[config.mk]
export PLATFORM = sky130hd
export DESIGN_NAME = dfp_bcd_div_core_flat
export DESIGN_NICKNAME = d
export VERILOG_FILES = /design/src/rtl/dfp_bcd_div_core_pkg.sv /design/src/rtl/dfp_bcd_div_core_if.sv /design/src/rtl/dfp_bcd_div_core_sub.sv /design/src/rtl/dfp_bcd_div_core.sv /design/src/flat_wrapper.sv
export SDC_FILE = /design/constraint.sdc
export NUM_CORES = 2
export LEC_CHECK = 0
export CORE_MARGIN = 2
export CORE_UTILIZATION = 31
export CTS_BUF_LIST = sky130_fd_sc_hd__clkbuf_4 sky130_fd_sc_hd__clkbuf_8
export DETAILED_ROUTE_END_ITERATION = 16
export GPL_ROUTABILITY_DRIVEN = 0
export PLACE_DENSITY_LB_ADDON = 0.08
export SLEW_MARGIN = 10
export SYNTH_ARGS = -nofsm -noshare
export SYNTH_HDL_FRONTEND = slang
export SYNTH_SLANG_ARGS = --single-unit
[constraint.sdc]
create_clock -name clk -period 45.2 [get_ports clk]
set_input_delay 6.78 -clock clk [delete_from_list [all_inputs] [get_ports clk]]
set_output_delay 6.78 -clock clk [all_outputs]
set_load 0.05 [all_outputs]
[src/rtl/dfp_bcd_div_core_pkg.sv]
// Shared types and constants for the BCD significand divider.
package dfp_bcd_div_core_pkg;

    typedef logic [3:0] bcd_digit_t;

    typedef enum logic [1:0] {
        IDLE,
        SHIFT,
        TRIAL,
        FIN
    } dfp_div_state_t;

    localparam int unsigned DFP_DIV_TRIALS = 9;

    // Binary count (< 100) to two BCD digits, tens digit in the upper nibble.
    function automatic logic [7:0] bin7_to_bcd(input logic [6:0] bin);
        return {4'(bin / 7'd10), 4'(bin % 7'd10)};
    endfunction

endpackage

[src/rtl/dfp_bcd_div_core_if.sv]
// Operand/result bundle between the operand-register stage and the divider core.
interface dfp_bcd_div_core_if #(
    parameter int unsigned N = 27
);
    logic                 ce;
    logic                 ld;
    logic [N*4-1:0]       a;
    logic [N*4-1:0]       b;
    logic [2*N*4-1:0]     q;
    logic [N*4-1:0]       r;
    logic [7:0]           lzcnt;
    logic                 done;
    logic                 dbz;

    modport master (
        output ce, ld, a, b,
        input  q, r, lzcnt, done, dbz
    );

    modport slave (
        input  ce, ld, a, b,
        output q, r, lzcnt, done, dbz
    );
endinterface

[src/rtl/dfp_bcd_div_core_sub.sv]
// D-digit BCD subtractor; borrow_o=0 means x_i >= y_i, so the same chain
// serves as the magnitude compare for the trial step.
module dfp_bcd_sub #(
    parameter int unsigned D = 28
) (
    input  logic [D*4-1:0] x_i,
    input  logic [D*4-1:0] y_i,
    output logic [D*4-1:0] diff_o,
    output logic           borrow_o
);

    logic [4:0] dig_t;
    logic       brw;

    // Ripple digit-wise subtract, correcting negative digits by +10.
    always_comb begin
        diff_o = '0;
        brw    = 1'b0;
        dig_t  = '0;
        for (int unsigned i = 0; i < D; i++) begin
            dig_t = {1'b0, x_i[i*4 +: 4]} - {1'b0, y_i[i*4 +: 4]} - {4'd0, brw};
            if (dig_t[4]) begin
                diff_o[i*4 +: 4] = dig_t[3:0] + 4'd10;
                brw              = 1'b1;
            end else begin
                diff_o[i*4 +: 4] = dig_t[3:0];
                brw              = 1'b0;
            end
        end
        borrow_o = brw;
    end

endmodule

[src/rtl/dfp_bcd_div_core.sv]
// Restoring BCD significand divider: q = floor(a*10^N / b), r = remainder,
// lzcnt = BCD count of leading zero quotient digits. One shift plus nine
// trial-subtract cycles per quotient digit, 2N digits.
module dfp_bcd_div_core
    import dfp_bcd_div_core_pkg::*;
#(
    parameter int unsigned N = 27
) (
    input  logic                 clk,
    input  logic                 rst,
    dfp_bcd_div_core_if.slave    div_if
);

    localparam int unsigned QD = 2 * N;
    localparam int unsigned W  = N * 4;
    localparam int unsigned QW = QD * 4;
    localparam int unsigned RW = (N + 1) * 4;

    dfp_div_state_t  state_q;
    logic [W-1:0]    a_q;
    logic [W-1:0]    b_q;
    logic [QW-1:0]   dvd_q;
    logic [QW-1:0]   acc_q;
    logic [RW-1:0]   rem_q;
    bcd_digit_t      qdig_q;
    logic [3:0]      trial_q;
    logic [6:0]      idx_q;
    logic [QW-1:0]   q_q;
    logic [W-1:0]    r_q;
    logic [7:0]      lz_q;
    logic            done_q;
    logic            dbz_q;

    logic [RW-1:0]   sub_diff;
    logic            sub_borrow;
    bcd_digit_t      qdig_d;
    logic [6:0]      lz_bin;
    logic            lz_found;
    logic [7:0]      lz_bcd;
    logic            start;
    logic            trial_last;

    dfp_bcd_sub #(
        .D(N + 1)
    ) u_sub (
        .x_i      (rem_q),
        .y_i      ({4'h0, b_q}),
        .diff_o   (sub_diff),
        .borrow_o (sub_borrow)
    );

    // Quotient digit after this trial, and restart/trial-end decodes.
    always_comb begin
        qdig_d     = sub_borrow ? qdig_q : qdig_q + 4'd1;
        start      = div_if.ld && (state_q != FIN);
        trial_last = (trial_q == 4'(DFP_DIV_TRIALS - 1));
    end

    // Leading-zero digit count of the finished quotient accumulator.
    always_comb begin
        lz_bin   = '0;
        lz_found = 1'b0;
        for (int unsigned j = 0; j < QD; j++) begin
            if (!lz_found && (acc_q[(QD-1-j)*4 +: 4] == 4'h0)) begin
                lz_bin = lz_bin + 7'd1;
            end else begin
                lz_found = 1'b1;
            end
        end
        lz_bcd = bin7_to_bcd(lz_bin);
    end

    // Divider FSM with registered results; ld in any state but FIN restarts.
    always_ff @(posedge clk) begin
        if (rst) begin
            state_q <= IDLE;
            a_q     <= '0;
            b_q     <= '0;
            dvd_q   <= '0;
            acc_q   <= '0;
            rem_q   <= '0;
            qdig_q  <= '0;
            trial_q <= '0;
            idx_q   <= '0;
            q_q     <= '0;
            r_q     <= '0;
            lz_q    <= '0;
            done_q  <= 1'b1;
            dbz_q   <= 1'b0;
        end else if (div_if.ce) begin
            if (start) begin
                a_q     <= div_if.a;
                b_q     <= div_if.b;
                dvd_q   <= {div_if.a, {W{1'b0}}};
                acc_q   <= '0;
                rem_q   <= '0;
                qdig_q  <= '0;
                trial_q <= '0;
                idx_q   <= 7'(QD - 1);
                done_q  <= 1'b0;
                dbz_q   <= (div_if.b == '0);
                state_q <= SHIFT;
            end else begin
                case (state_q)
                    SHIFT: begin
                        rem_q   <= {rem_q[W-1:0], dvd_q[QW-1 -: 4]};
                        dvd_q   <= {dvd_q[QW-5:0], 4'h0};
                        qdig_q  <= '0;
                        trial_q <= '0;
                        state_q <= TRIAL;
                    end
                    TRIAL: begin
                        if (!sub_borrow) begin
                            rem_q <= sub_diff;
                        end
                        qdig_q <= qdig_d;
                        if (trial_last) begin
                            acc_q <= {acc_q[QW-5:0], qdig_d};
                            if (idx_q == '0) begin
                                state_q <= FIN;
                            end else begin
                                idx_q   <= idx_q - 7'd1;
                                state_q <= SHIFT;
                            end
                        end else begin
                            trial_q <= trial_q + 4'd1;
                        end
                    end
                    FIN: begin
                        q_q     <= acc_q;
                        r_q     <= dbz_q ? a_q : rem_q[W-1:0];
                        lz_q    <= lz_bcd;
                        done_q  <= 1'b1;
                        state_q <= IDLE;
                    end
                    default: begin
                        state_q <= IDLE;
                    end
                endcase
            end
        end
    end

    assign div_if.q     = q_q;
    assign div_if.r     = r_q;
    assign div_if.lzcnt = lz_q;
    assign div_if.done  = done_q;
    assign div_if.dbz   = dbz_q;

endmodule

[src/flat_wrapper.sv]
// flat-port wrapper written by rule: the top's interface ports become plain ports
module dfp_bcd_div_core_flat import dfp_bcd_div_core_pkg::*;
#(
    parameter int unsigned N = 27
)
  (clk, rst, div_if_ce, div_if_ld, div_if_a, div_if_b, div_if_q, div_if_r, div_if_lzcnt, div_if_done, div_if_dbz);
  dfp_bcd_div_core_if #(.N(N)) div_if_i ();
  input  logic clk;
  input  logic rst;
  input wire logic [$bits(div_if_i.ce)-1:0] div_if_ce;
  input wire logic [$bits(div_if_i.ld)-1:0] div_if_ld;
  input wire logic [$bits(div_if_i.a)-1:0] div_if_a;
  input wire logic [$bits(div_if_i.b)-1:0] div_if_b;
  output wire logic [$bits(div_if_i.q)-1:0] div_if_q;
  output wire logic [$bits(div_if_i.r)-1:0] div_if_r;
  output wire logic [$bits(div_if_i.lzcnt)-1:0] div_if_lzcnt;
  output wire logic [$bits(div_if_i.done)-1:0] div_if_done;
  output wire logic [$bits(div_if_i.dbz)-1:0] div_if_dbz;
  assign div_if_i.ce = div_if_ce;
  assign div_if_i.ld = div_if_ld;
  assign div_if_i.a = div_if_a;
  assign div_if_i.b = div_if_b;
  assign div_if_q = div_if_i.q;
  assign div_if_r = div_if_i.r;
  assign div_if_lzcnt = div_if_i.lzcnt;
  assign div_if_done = div_if_i.done;
  assign div_if_dbz = div_if_i.dbz;
  dfp_bcd_div_core #(.N(N)) u_core (.clk(clk), .rst(rst), .div_if(div_if_i));
endmodule
======== After elaboration in Yosys (flattened, before gate mapping) ========
Cells that the tools add are included.
word-level totals
  flip-flop bits (word level) ............. 1111
  input bits .............................. 220
  logic and storage cells ................. 529
operators by class
  add/sub/neg operators ................... 138
  div/mod/pow operators ................... 2
  eq/ne operators ......................... 9
  mux-type cells .......................... 188
  bitwise gates (word level) .............. 1
  reductions and logical operators ........ 177
operators with widths
  operator                                          number
  2-to-1 mux 216 bit                                5
  2-to-1 mux 7 bit                                  57
  adder 7 x 1 -> 7 bit, second input constant       52
  2-to-1 mux 112 bit                                2
  case mux 112 bit (2 select lines)                 1
  logical NOT 4 bit                                 54
  subtractor 4 x 4 -> 5 bit                         27
  subtractor 5 x 1 -> 5 bit                         26
  2-to-1 mux 4 bit                                  32
  adder 4 bit, second input constant                28
  logical NOT 108 bit                               1
  2-to-1 mux 108 bit                                1
  2-to-1 mux 1 bit                                  84
  logical AND 1 bit                                 54
  logical NOT 1 bit                                 52
  case mux 4 bit (2 select lines)                   2
  AND reduction 3 bit                               4
  AND reduction 2 bit                               5
  adder 4 x 1 -> 4 bit, second input constant       2
  nonzero test 2 bit                                4
  divider 7 x 4 -> 7 bit, second input constant     1
  logical NOT 7 bit                                 1
  modulo 7 x 4 -> 7 bit, second input constant      1
  subtractor 7 x 1 -> 7 bit, second input constant  1
  15 further kinds                                  18

======== Longest topological paths before layout ========
  depth after elaboration ................. 160
  gate-level depth with buffers ........... 197
  mapped depth without buffers ............ 197

======== Modules after synthesis ========
From an unflattened synthesis, not the netlist that was laid out.
unflattened totals
  cell total of the unflattened synthesis .. 6869
  area total of the unflattened synthesis .. 54551.1 sq um
modules (own cells, without submodules)
  module            times used  cells an instance  area an instance (sq um)  sequential area each (sq um)
  dfp_bcd_div_core  1           5981               46957.5                   20079.3
  dfp_bcd_sub       1           888                7593.5                    0.0

======== Worst setup path after synthesis ========
OpenSTA, ideal clock, no wires.
  kind .................................... register to register
  start ................................... reg u_core.rem_q[0]
  end ..................................... reg u_core.rem_q[101]
  arrival time ............................ 39.500 ns
  data required time ...................... 45.135 ns
  setup slack ............................. 5.635 ns
  cell stages (with the launch flop) ...... 197
  path buffers ............................ 3
  period minus slack after synthesis ...... 39.565 ns
  cell sequence ........................... dfxtp_1 > inv_1 > ha_1 > inv_1 > fa_1 > a21o_1 > a21o_1 > fa_1 > fa_1 > nand2b_1 > a21oi_1 > xnor2_1 > inv_1 > fa_1 > inv_1 > fa_1 > nand2b_1 > a21oi_1 > (+161 left out) > xnor2_1 > xnor2_1 > ha_1 > a21o_1 > fa_1 > nand2b_1 > a21oi_1 > xnor2_1 > inv_1 > ha_1 > ha_1 > or3b_2 > clkbuf_1 > o21bai_1 > clkbuf_1 > buf_1 > a22oi_1 > nor2_1
on the way
  cells in the longest elaborated chain, start to end .. 58
RTL lines
  what                                    RTL line                    RTL
  from (decl)                             dfp_bcd_div_core.sv:24      logic [RW-1:0] rem_q;
  from (signal assigned)                  dfp_bcd_div_core.sv:106     rem_q <= {rem_q[W-1:0], dvd_q[QW-1 -: 4]};
  from (signal assigned)                  dfp_bcd_div_core.sv:114     rem_q <= sub_diff;
  subtractor 4 x 4 -> 5 bit *             dfp_bcd_div_core_sub.sv:21  dig_t = {1'b0, x_i[i*4 +: 4]} - {1'b0, y_i[i*4 +: 4]} - {4'd0, brw};
  2-to-1 mux 1 bit *                      dfp_bcd_div_core_sub.sv:22  if (dig_t[4]) begin
  subtractor 5 x 1 -> 5 bit *             dfp_bcd_div_core_sub.sv:21
  2-to-1 mux 1 bit *                      dfp_bcd_div_core_sub.sv:22
  subtractor 5 x 1 -> 5 bit *             dfp_bcd_div_core_sub.sv:21
  2-to-1 mux 1 bit *                      dfp_bcd_div_core_sub.sv:22
  subtractor 5 x 1 -> 5 bit *             dfp_bcd_div_core_sub.sv:21
  2-to-1 mux 1 bit *                      dfp_bcd_div_core_sub.sv:22
  (+42 left out)                          n/a
  subtractor 5 x 1 -> 5 bit *             dfp_bcd_div_core_sub.sv:21
  2-to-1 mux 1 bit                        dfp_bcd_div_core_sub.sv:22
  subtractor 5 x 1 -> 5 bit               dfp_bcd_div_core_sub.sv:21
  2-to-1 mux 1 bit                        dfp_bcd_div_core_sub.sv:22
  subtractor 4 x 1 -> 5 bit               dfp_bcd_div_core_sub.sv:21
  2-to-1 mux 1 bit                        dfp_bcd_div_core_sub.sv:22
  inequality test 3 bit (no source line)  n/a
  AND reduction 3 bit (no source line)    n/a
Every way passes the cells marked *; elsewhere a longest branch is shown, timed or not. The select of a mux whose other input is x is not followed.
A chain may end at the register's enable or synchronous reset.

======== Worst setup path after layout ========
  start ................................... reg u_core.rem_q[0]
  end ..................................... reg u_core.rem_q[75]
on the way
  cells in the longest elaborated chain, start to end .. 58
RTL lines
  what                                    RTL line
  subtractor 4 x 4 -> 5 bit *             dfp_bcd_div_core_sub.sv:21
  2-to-1 mux 1 bit *                      dfp_bcd_div_core_sub.sv:22
  subtractor 5 x 1 -> 5 bit *             dfp_bcd_div_core_sub.sv:21
  2-to-1 mux 1 bit *                      dfp_bcd_div_core_sub.sv:22
  subtractor 5 x 1 -> 5 bit *             dfp_bcd_div_core_sub.sv:21
  2-to-1 mux 1 bit *                      dfp_bcd_div_core_sub.sv:22
  subtractor 5 x 1 -> 5 bit *             dfp_bcd_div_core_sub.sv:21
  2-to-1 mux 1 bit *                      dfp_bcd_div_core_sub.sv:22
  (+42 left out)                          n/a
  subtractor 5 x 1 -> 5 bit               dfp_bcd_div_core_sub.sv:21
  2-to-1 mux 1 bit                        dfp_bcd_div_core_sub.sv:22
  subtractor 5 x 1 -> 5 bit               dfp_bcd_div_core_sub.sv:21
  2-to-1 mux 1 bit                        dfp_bcd_div_core_sub.sv:22
  subtractor 4 x 1 -> 5 bit               dfp_bcd_div_core_sub.sv:21
  2-to-1 mux 1 bit                        dfp_bcd_div_core_sub.sv:22
  inequality test 3 bit (no source line)  n/a
  AND reduction 3 bit (no source line)    n/a
Marks and branches as above.

==> run_results.csv <==
group,metric,value,unit
finish,nets,7640,
setup_path,critPathMaxFanout,56,
power,internal_power,0.00159,W
worst_hold_path,holdCritPathClass,"reg -> reg",
floorplan,rows,152,
detailed_routing,avgRoutedWirePerCell,19.2,um
timing,final_max_slew_viol_count,0,
yosys,ys_async_sr_fraction,0,%
setup_path,critPathMaxStageDelay,0.56,ns
cts,cts_tree,"done",
yosys,yosysWarnings,0,
floorplan,die_area,175000,um^2
detailed_routing,dr.pass1.iters,5,
yosys,synth.avg_cell_area,7.87,um^2
detailed_routing,drt_iter0_drc,2835,
cts,ctsLongestPathBuffers,3,
timing,slew_headroom,23.5,%
timing,tightest_slew,1.14,ns
finish,fillers,18000,
yosys,synthCells,6770,
placed_design,dp_hpwl,127,mm
floorplan,io-pin-count,554,
yosys,synth_fp_nets,7292,
cts,cts-root-buf,"clkbuf_8",
setup_path,critPathKind,"reg -> reg",
cts,hold_buffers,0,
finish,final_cell_mix,"1483 x nand2_1, 1002 x dfxtp_1, 821 x a21oi_1",
detailed_routing,ant_nets,0,
setup_path,critPathCaptureType,"register",
grt,grt_overflow,0,
yosys,syn_area,53300,um^2
power,powerDensity,34.0,nW/um^2
yosys,yosys_register_bits,1003,
finish,fin_util,37.8,%
cts,htreeDepth,4,
finish,layout_commonest_cell,"nand2_1",
grt,antenna_found_initial,16,
setup_path,cp_slowest_cell,"or3b_2",
timing,timing.final.crit_share,92.6,%
timing,skew,0.0501,ns
power,pwr-share-comb,15.2,%
timing,period_needed,41.84,ns
detailed_routing,vias,48000,
yosys,seq_area_frac_synth,37.7,%
power,p_clk_share,43.3,%
power,ir_drop,0.0000306,V
yosys,synth_edf_count,0,
grt,grt_pass1_vias,47000,
setup_path,worstPathRequired,45.97,ns
timing,setup_viol,0,
floorplan,die_x,419,um
timing,timing.fmax,23.9,MHz
status,status,"finished clean",
setup_path,start_kind,"register",
detailed_routing,viasPerCell,5.05,
power,power.leakage,23.2,nW
power,p_sw_share,27.7,%
grt,grt_first_pass_wirelength,279,mm
cts,clkLatencyLatePin,0.98,ns
timing,hold_violations,0,
finish,syn2layout_area_growth,21.4,%
floorplan,core-area,171000,um^2
timing,layout_setup_ws,3.36,ns
power,seqPwrFrac,41.4,%
grt,track_usage,20.1,%
power,p_switching,0.000610,W
setup_path,critPathArrivalTime,42.61,ns
cts,clk_pin_slew,0.06,ns
floorplan,die_h,419,um
finish,drive_above_1_share,7.41,%
yosys,synthFlopType,"dfxtp_1",
cts,cts_buffers,187,
detailed_routing,drcViolationCount,0,
floorplan,start_util,31.1,%
placed_design,post-place-ws,1.95,ns
yosys,ys_types,105,
cts,cts_sinks,1003,
setup_path,crit_top_cell,"xnor2_1",
flow_run,drv_cap,0,
detailed_routing,routed_wl,183,mm
grt,grt_max_degree,199,
placed_design,io_buffers,553,
[final timing paths]
path,cells past startpoint,slack (ns),from,to
setup / recovery,196,3.36,u_core.rem_q[0],u_core.rem_q[75]
hold / removal,2,0.45,u_core.div_if.q[142],u_core.div_if.q[142]
setup reg to reg,196,3.36,u_core.rem_q[0],u_core.rem_q[75]
hold reg to reg,2,0.45,u_core.div_if.q[142],u_core.div_if.q[142]
[layer usage]
metal  track usage (%)  part of all wire [%]  routed length (um)  vias to the layer above
met2              35.8                    50               91700                      892
met4              6.58                   2.8                5070                       20
met3              3.72                   4.2                7590                      290
met1              24.3                    43               78200                    22700
met5                 0                 0.072                 131                        -
li1                  -                     -                   -                    24000
[cells in the mapped netlist, drive strengths merged (123+ instances only)]
| master | n | area share [%] |
|---|---|---|
| nand2 | 1485 | 10 |
| dfxtp | 1003 | 38 |
| a21oi | 825 | 7.8 |
| nor2 | 560 | 4.0 |
| clkbuf | 423 | 3.0 |
| nand3 | 275 | 2.6 |
| ha | 273 | 6.4 |
| inv | 242 | 1.7 |
| xnor2 | 235 | 4.1 |
| mux2i | 140 | 2.6 |
| o21ai | 134 | 1.3 |
| a211oi | 123 | 1.8 |
[layout make-up]
| class | instances | area [um^2] | area share (%) |
|---|---|---|---|
| diodes | 3 | 7.51 | 0.0116 |
| clock buffers | 292 | 3570 | 5.52 |
| clock inverters | 37 | 418 | 0.646 |
| inverters | 242 | 908 | 1.40 |
| multi-input cells | 5073 | 30900 | 47.7 |
| flip-flops and latches | 1003 | 20100 | 31.0 |
| well taps | 2233 | 2790 | 4.32 |
| repair buffers | 611 | 6080 | 9.40 |
[worst max-delay path, delay by kind of cell (launching register included)]
kind / cells / cell delay [ns]
simple gates: 29 / 4.77
xor+xnor: 50 / 9.24
compound gates: 54 / 10.20
flops: 1 / 0.33
buf+inv: 7 / 0.85
fa+ha+maj: 56 / 16.32
[flip-flops by register name, summed over array words and instances (netlist names), 4 cells and up]
signal,flops
u_core.div_if.lzcnt,8
u_core.a_q,108
u_core.rem_q,112
u_core.div_if.q,216
u_core.acc_q,216
u_core.idx_q,7
u_core.qdig_q,4
u_core.trial_q,4
u_core.div_if.r,108
u_core.dvd_q,108
u_core.b_q,108
[power by group through the flow]
stage	clock network [W]	logic, W	registers [W]
6_report	0.000954	0.000335	0.000913
5_1_grt	0.00103	0.000380	0.000914
4_1_cts	0.000990	0.000333	0.000913
3_5_place_dp	0	0.000330	0.000932
3_3_place_gp	0	0.000327	0.000932
2_1_floorplan	0	0.000243	0.000928
[cells by family (layout without fill, tap and decap cells)]
group | after synthesis | in the layout | share of synthesized area, %
adders and majority gates | 309 | 309 | 7.63
and+or+nand+nor | 2729 | 2730 | 22.1
xor gates and xnor gates | 361 | 361 | 6.95
muxes | 192 | 192 | 3.73
AOI/OAI and AO/OA | 1481 | 1481 | 17.0
DFF | 1003 | 1003 | 37.7
buffers and inverters | 695 | 1182 | 4.94
other | 0 | 3 | 0
[stage by stage]
step / instance area, um^2 / hold WS (ns) / std cells / total power [W] / TNS (ns)
after global placement: 60500 / 0.441 / 9154 / 0.00126 / 0
final: 64700 / 0.451 / 9494 / 0.00220 / 0
after detailed placement: 60500 / 0.446 / 9154 / 0.00126 / 0
after floorplan: 53300 / 0.432 / 6770 / 0.00117 / 0
after global routing: 64700 / 0.467 / 9494 / 0.00232 / -0.00658
after CTS: 64500 / 0.452 / 9483 / 0.00223 / 0
[what timing repair did]
action / 4_1_cts / 5_1_grt
endpoints found under the setup margin: 0 / 120
resized for setup: 0 / 26
setup buffers: 0 / 5
Note: power is estimated with default switching activity, not from simulation.
